--- src/rtl/spi_pkg.sv ---
// Shared definitions for the SPI responder: register map, STATUS layout and engine states.
package spi_pkg;

  localparam int unsigned SPI_DW     = 32;
  localparam int unsigned SPI_BYTE_W = 8;
  localparam int unsigned SPI_CNT_W  = 3;
  localparam int unsigned SPI_STAT_W = 4;

  localparam logic [1:0] SPI_REG_DATA   = 2'd0;
  localparam logic [1:0] SPI_REG_STATUS = 2'd1;

  localparam int unsigned ST_RX_VALID  = 0;
  localparam int unsigned ST_TX_LOADED = 1;
  localparam int unsigned ST_OVERRUN   = 2;
  localparam int unsigned ST_BUSY      = 3;

  typedef struct packed {
    logic busy;
    logic overrun;
    logic tx_loaded;
    logic rx_valid;
  } spi_status_t;

  typedef enum logic {
    IDLE   = 1'b0,
    ACTIVE = 1'b1
  } spi_state_e;

endpackage

--- src/rtl/spi_sync2.sv ---
// Two-flop synchroniser bringing an asynchronous SPI pin into the clk domain.
module spi_sync2 #(
  parameter logic RST = 1'b0
) (
  input  logic clk,
  input  logic resetn,
  input  logic d,
  output logic q
);

  logic meta;

  always_ff @(posedge clk) begin
    if (!resetn) begin
      meta <= RST;
      q    <= RST;
    end else begin
      meta <= d;
      q    <= meta;
    end
  end

endmodule

--- src/rtl/spi_slave.sv ---
// SPI responder with memory-mapped DATA/STATUS registers; all SPI pins are
// oversampled in clk, which must run at least 4x sclk.
module spi_slave
  import spi_pkg::*;
#(
  parameter logic                  CPOL = 1'b0,
  parameter logic                  CPHA = 1'b0,
  parameter logic [SPI_BYTE_W-1:0] PAD  = 8'hFF
) (
  input  logic              clk,
  input  logic              resetn,
  input  logic              valid,
  output logic              ready,
  input  logic [SPI_DW-1:0] addr,
  input  logic [3:0]        wstrb,
  input  logic [SPI_DW-1:0] wdata,
  output logic [SPI_DW-1:0] rdata,
  input  logic              sclk,
  input  logic              ss_n,
  input  logic              mosi,
  output logic              miso,
  output logic              miso_oe,
  output logic              irq
);

  logic sclk_s, ss_n_s, mosi_s;
  logic sclk_d, ss_n_d;

  spi_sync2 #(.RST(CPOL)) u_sync_sclk (.clk(clk), .resetn(resetn), .d(sclk), .q(sclk_s));
  spi_sync2 #(.RST(1'b0)) u_sync_ss   (.clk(clk), .resetn(resetn), .d(ss_n), .q(ss_n_s));
  spi_sync2 #(.RST(1'b0)) u_sync_mosi (.clk(clk), .resetn(resetn), .d(mosi), .q(mosi_s));

  spi_state_e               state;
  logic                     armed;
  logic                     busy;
  logic [SPI_CNT_W-1:0]     bit_cnt;
  logic [SPI_BYTE_W-2:0]    tx_shift;
  logic [SPI_BYTE_W-2:0]    rx_shift;
  logic [SPI_BYTE_W-1:0]    tx_buf;
  logic                     tx_loaded;
  logic [SPI_BYTE_W-1:0]    rx_data;
  logic                     rx_valid;
  logic                     overrun;

  // Edge and bus decode
  logic lead_e, trail_e, sample_e, launch_e, ss_fall, ss_rise;
  logic acc, rd, wr, data_rd, data_wr, ovr_clr, byte_done;
  logic [SPI_BYTE_W-1:0] ld_byte;

  assign lead_e   = (sclk_d == CPOL) && (sclk_s != CPOL);
  assign trail_e  = (sclk_d != CPOL) && (sclk_s == CPOL);
  assign sample_e = CPHA ? trail_e : lead_e;
  assign launch_e = CPHA ? lead_e : trail_e;
  assign ss_fall  = ss_n_d && !ss_n_s;
  assign ss_rise  = !ss_n_d && ss_n_s;

  assign acc     = valid && !ready;
  assign wr      = acc && (|wstrb);
  assign rd      = acc && !(|wstrb);
  assign data_rd = rd && (addr[3:2] == SPI_REG_DATA);
  assign data_wr = wr && (addr[3:2] == SPI_REG_DATA);
  assign ovr_clr = wr && (addr[3:2] == SPI_REG_STATUS) && wdata[ST_OVERRUN];

  assign byte_done = (state == ACTIVE) && !ss_rise && sample_e
                     && (bit_cnt == SPI_CNT_W'(SPI_BYTE_W - 1));
  assign ld_byte   = tx_loaded ? tx_buf : PAD;

  spi_status_t status;
  assign status = '{busy: busy, overrun: overrun, tx_loaded: tx_loaded, rx_valid: rx_valid};

  logic [SPI_DW-1:0] rd_val;
  always_comb begin
    rd_val = '0;
    case (addr[3:2])
      SPI_REG_DATA:   rd_val = {{(SPI_DW - SPI_BYTE_W){1'b0}}, rx_data};
      SPI_REG_STATUS: rd_val = {{(SPI_DW - SPI_STAT_W){1'b0}}, status};
      default:        rd_val = '0;
    endcase
  end

  // Flag update: clears apply first so a coinciding new event wins
  logic rx_valid_nx, overrun_nx;
  always_comb begin
    rx_valid_nx = rx_valid;
    overrun_nx  = overrun;
    if (data_rd) rx_valid_nx = 1'b0;
    if (ovr_clr) overrun_nx  = 1'b0;
    if (byte_done) begin
      rx_valid_nx = 1'b1;
      if (rx_valid && !data_rd) overrun_nx = 1'b1;
    end
  end

  always_ff @(posedge clk) begin
    if (!resetn) begin
      sclk_d    <= CPOL;
      ss_n_d    <= 1'b0;
      state     <= IDLE;
      armed     <= 1'b0;
      busy      <= 1'b0;
      bit_cnt   <= '0;
      tx_shift  <= '0;
      rx_shift  <= '0;
      tx_buf    <= '0;
      tx_loaded <= 1'b0;
      rx_data   <= '0;
      rx_valid  <= 1'b0;
      overrun   <= 1'b0;
      ready     <= 1'b0;
      rdata     <= '0;
      miso      <= 1'b0;
      miso_oe   <= 1'b0;
      irq       <= 1'b0;
    end else begin
      sclk_d   <= sclk_s;
      ss_n_d   <= ss_n_s;
      ready    <= acc;
      rx_valid <= rx_valid_nx;
      overrun  <= overrun_nx;
      irq      <= rx_valid_nx | overrun_nx;
      if (ss_n_s) armed <= 1'b1;
      if (byte_done) rx_data <= {rx_shift, mosi_s};
      if (rd) rdata <= rd_val;

      case (state)
        IDLE: begin
          if (ss_fall && armed) begin
            state   <= ACTIVE;
            bit_cnt <= '0;
            miso_oe <= 1'b1;
            busy    <= 1'b1;
            if (!CPHA) begin
              tx_shift  <= ld_byte[SPI_BYTE_W-2:0];
              miso      <= ld_byte[SPI_BYTE_W-1];
              tx_loaded <= 1'b0;
            end
          end
        end
        ACTIVE: begin
          if (ss_rise) begin
            state   <= IDLE;
            miso_oe <= 1'b0;
            miso    <= 1'b0;
            busy    <= 1'b0;
          end else begin
            // bit_cnt wraps 7 -> 0 on its own at byte completion
            if (sample_e) begin
              rx_shift <= {rx_shift[SPI_BYTE_W-3:0], mosi_s};
              bit_cnt  <= bit_cnt + SPI_CNT_W'(1);
            end
            if (launch_e) begin
              if (bit_cnt == '0) begin
                tx_shift  <= ld_byte[SPI_BYTE_W-2:0];
                miso      <= ld_byte[SPI_BYTE_W-1];
                tx_loaded <= 1'b0;
              end else begin
                tx_shift <= {tx_shift[SPI_BYTE_W-3:0], 1'b0};
                miso     <= tx_shift[SPI_BYTE_W-2];
              end
            end
          end
        end
      endcase

      // Bus write lands after any byte load, so the load sees pre-write state
      if (data_wr) begin
        tx_buf    <= wdata[SPI_BYTE_W-1:0];
        tx_loaded <= 1'b1;
      end
    end
  end

  logic unused_ok;
  assign unused_ok = &{1'b0, addr[31:4], addr[1:0], wdata[31:8]};

endmodule

--- config.mk ---
export PLATFORM = sky130hd
export DESIGN_NAME = spi_slave
export DESIGN_NICKNAME = d
export VERILOG_FILES = /design/src/rtl/spi_pkg.sv /design/src/rtl/spi_sync2.sv /design/src/rtl/spi_slave.sv
export SDC_FILE = /design/constraint.sdc
export NUM_CORES = 1
export LEC_CHECK = 0
export CAP_MARGIN = 0
export CORE_UTILIZATION = 45
export DETAILED_ROUTE_END_ITERATION = 10
export PLACE_DENSITY = 0.91
export SLEW_MARGIN = 5
export SYNTH_ARGS = -nofsm -noshare
export SYNTH_HDL_FRONTEND = slang
export SYNTH_SLANG_ARGS = --single-unit
--- constraint.sdc ---
create_clock -name clk -period 4.7 [get_ports clk]
set_input_delay 1.175 -clock clk [delete_from_list [all_inputs] [get_ports clk]]
set_output_delay 1.175 -clock clk [all_outputs]
set_load 0.1 [all_outputs]
==> metrics.txt <==
status complete, no violations; dpl hpwl 3.10 mm; Finished Cell Area 0.00300 mm2; switch share 0.279; Sink Count 58; top cells by area, synth dfxtp_1, mux2i_1, buf_4; Min Clock Period, post-route 3.08 ns; combinational family with the most area after synthesis simple AND/OR/NAND/NOR gates; syn_area_per_cell 9.62 um2; hold slack 0.433 ns; routed via count 1,832; Synth top area share 0.455; layout cells sized above 1 0.0870; Post-DP Area 0.00278 mm2; Comb power frac 0.124; Placed Instances 355; Core Region 0.00547 mm2; Total GRT Usage 0.168; drt pass-1 iters 4; WP buf/inv 1; post-synthesis instance total 265; vias in the first global route 1,735; sequential share of power 0.442; starting density of the core 0.466; Async SR Flop Fraction 0; initial antenna violation count 0; crit path setup slack, layout 1.62 ns; max-cap violation count 0; fin nets 371; total congestion overflow 0; clk buf depth 2; Worst Path Arrival 1.91 ns; WS Path Type flop to output pin; Die X 77.3 um; Least-Margin Pin Slew 0.985 ns; Post-Synth Adder-Cell Area 0.0147; Syn. warnings 0; Final setup viols 0; Max rail drop VDD 210 uV; RSZ-0062 raised after global routing no; WL per Instance 12.1 um; Root Buffer clkbuf_8; CP top delay family buffers and inverters; I/O pins 110; CP endpoint kind output pin; Area Growth Syn to Fin 17.7%; Synth Area in XOR/XNOR 0; n_diodes 0; top_reg_cell synth dfxtp_1; clock slew at reported path FFs 0.06 ns; Post-CTS Repair Setup Buffers 0; Post-route DRC 0; final total power 1.14 mW; Power Density 381 mW/mm2; sequential area share after synthesis 0.455; CP max FO 4; Hold Crit Class flop to flop; slowest stage delay, CP 1.16 ns; post-synthesis simple-gate area fraction 0.190; vias per std cell 4.94; synthesized area 0.00255 mm2; Critical Path RT 3.52 ns; H-tree depth 3; setup TNS 0 ns; die height 77.3 um; Post-synth EDFFs 0; Compound-Gate Fraction of Synth Area 0.108; final hold viol count 0; Critical Path Source Type flop; GP Congestion 0.715; Pint 0.824 mW; Clk network pwr share 0.434; fmax 324 MHz; cts hold-fix bufs 0; global-route wire length before repair 7.74 mm; WL final 4.49 mm; post-route insts no fill 371; Slowest-stage cell, CP clkdlybuf4s50_1; row count 27; dpl ws 1.37 ns; TritonCTS Buffers 9; Finished Core Util 0.548; Netlist cell types 43; CTS tree built; die area 0.00597 mm2; largest net degree at the start of global routing 46; area leader, netlist dfxtp_1; Pleak 1.18 nW; crit-path cells clkdlybuf4s50_1; Switching Power 0.319 mW; Period Utilization, post-route 0.656; cts repair resizes 0; filler cell count 466; Clock Skews 0.0102 ns; Rel. slew slack 0.341; clk_lat worst skew 0.34 ns; DR iter-0 viols 130; port bufs 31; R2R setup slack 2.77 ns; FF+latch count, synth 58; DRT antenna net count 0; Slew Viols, Final 0; mux cell area share after synthesis 0.122
==> sequential cells by signal (all words and copies together), names as in the netlist, 3 cells and up <==
register / cells
bit_cnt: 3
rdata: 8
rx_data: 8
rx_shift: 7
tx_buf: 8
tx_shift: 7
==> power by group through the flow <==
| stage | sequential (mW) | clock [mW] | combinational [mW] |
|---|---|---|---|
| floorplan | 0.522 | 0 | 0.126 |
| detailed placement | 0.516 | 0 | 0.142 |
| global placement | 0.516 | 0 | 0.141 |
| CTS | 0.505 | 0.507 | 0.142 |
| finish | 0.506 | 0.496 | 0.142 |
| global route | 0.506 | 0.533 | 0.148 |
==> routing by layer <==
metal | routed length [um] | GRT usage | up-vias | share of wire
met5 | 0 | 0 | - | 0
met2 | 2220 | 0.271 | 50 | 0.49
met3 | 231 | 0.0595 | 9 | 0.051
li1 | - | - | 914 | -
met4 | 95 | 0.0981 | 0 | 0.021
met1 | 1940 | 0.189 | 859 | 0.43
==> final cells by class <==
type,count,area (um2),area share
clock inverters,7,93.8,0.0313
inverters,6,22.5,0.00750
multi-input cells,188,1200,0.400
flip-flops and latches,58,1160,0.387
well taps,72,90.1,0.0300
repair buffers,31,310,0.103
clock buffers,9,124,0.0413
==> cells in the mapped netlist (2+ instances only) <==
cell type / n
clkbuf_1: 5
nand2_1: 12
o21ai_0: 3
nand2b_1: 10
and2_1: 10
dfxtp_1: 58
nand3_1: 9
a21oi_1: 12
nor2_1: 40
buf_4: 27
inv_1: 5
mux2i_1: 30
a22oi_1: 6
a211oi_1: 6
buf_6: 2
ha_1: 3
==> worst paths after layout <==
kind,startpoint,end,cells past startpoint
worst max-delay path,busy,miso_oe,1
worst min-delay path,u_sync_ss.meta,u_sync_ss.q,1
worst max register to register,ready,tx_buf[7],4
worst min register to register,u_sync_ss.meta,u_sync_ss.q,1
==> cells by family (layout without fill, tap and decap cells) <==
family / after synthesis / count (layout)
compound gates: 38 / 38
mux: 31 / 31
simple gates: 92 / 92
fa+ha+maj: 3 / 3
buf+inv: 42 / 53
other cells: 1 / 24
flops: 58 / 58
==> cell usage in the layout, fill, tap and decap left out, types with 2 or more instances in the layout <==
master / n
bufinv_16: 2
dfxtp_1: 58
clkinv_2: 2
nor2_1: 40
o21ai_0: 3
clkdlybuf4s50_1: 31
and2_1: 10
a21oi_1: 12
ha_1: 3
mux2i_1: 30
clkinvlp_4: 2
inv_1: 5
a22oi_1: 6
clkbuf_8: 9
conb_1: 24
a211oi_1: 6
nand3_1: 9
nand2b_1: 10
nand2_1: 12
(Power assumes the default switching activity.)
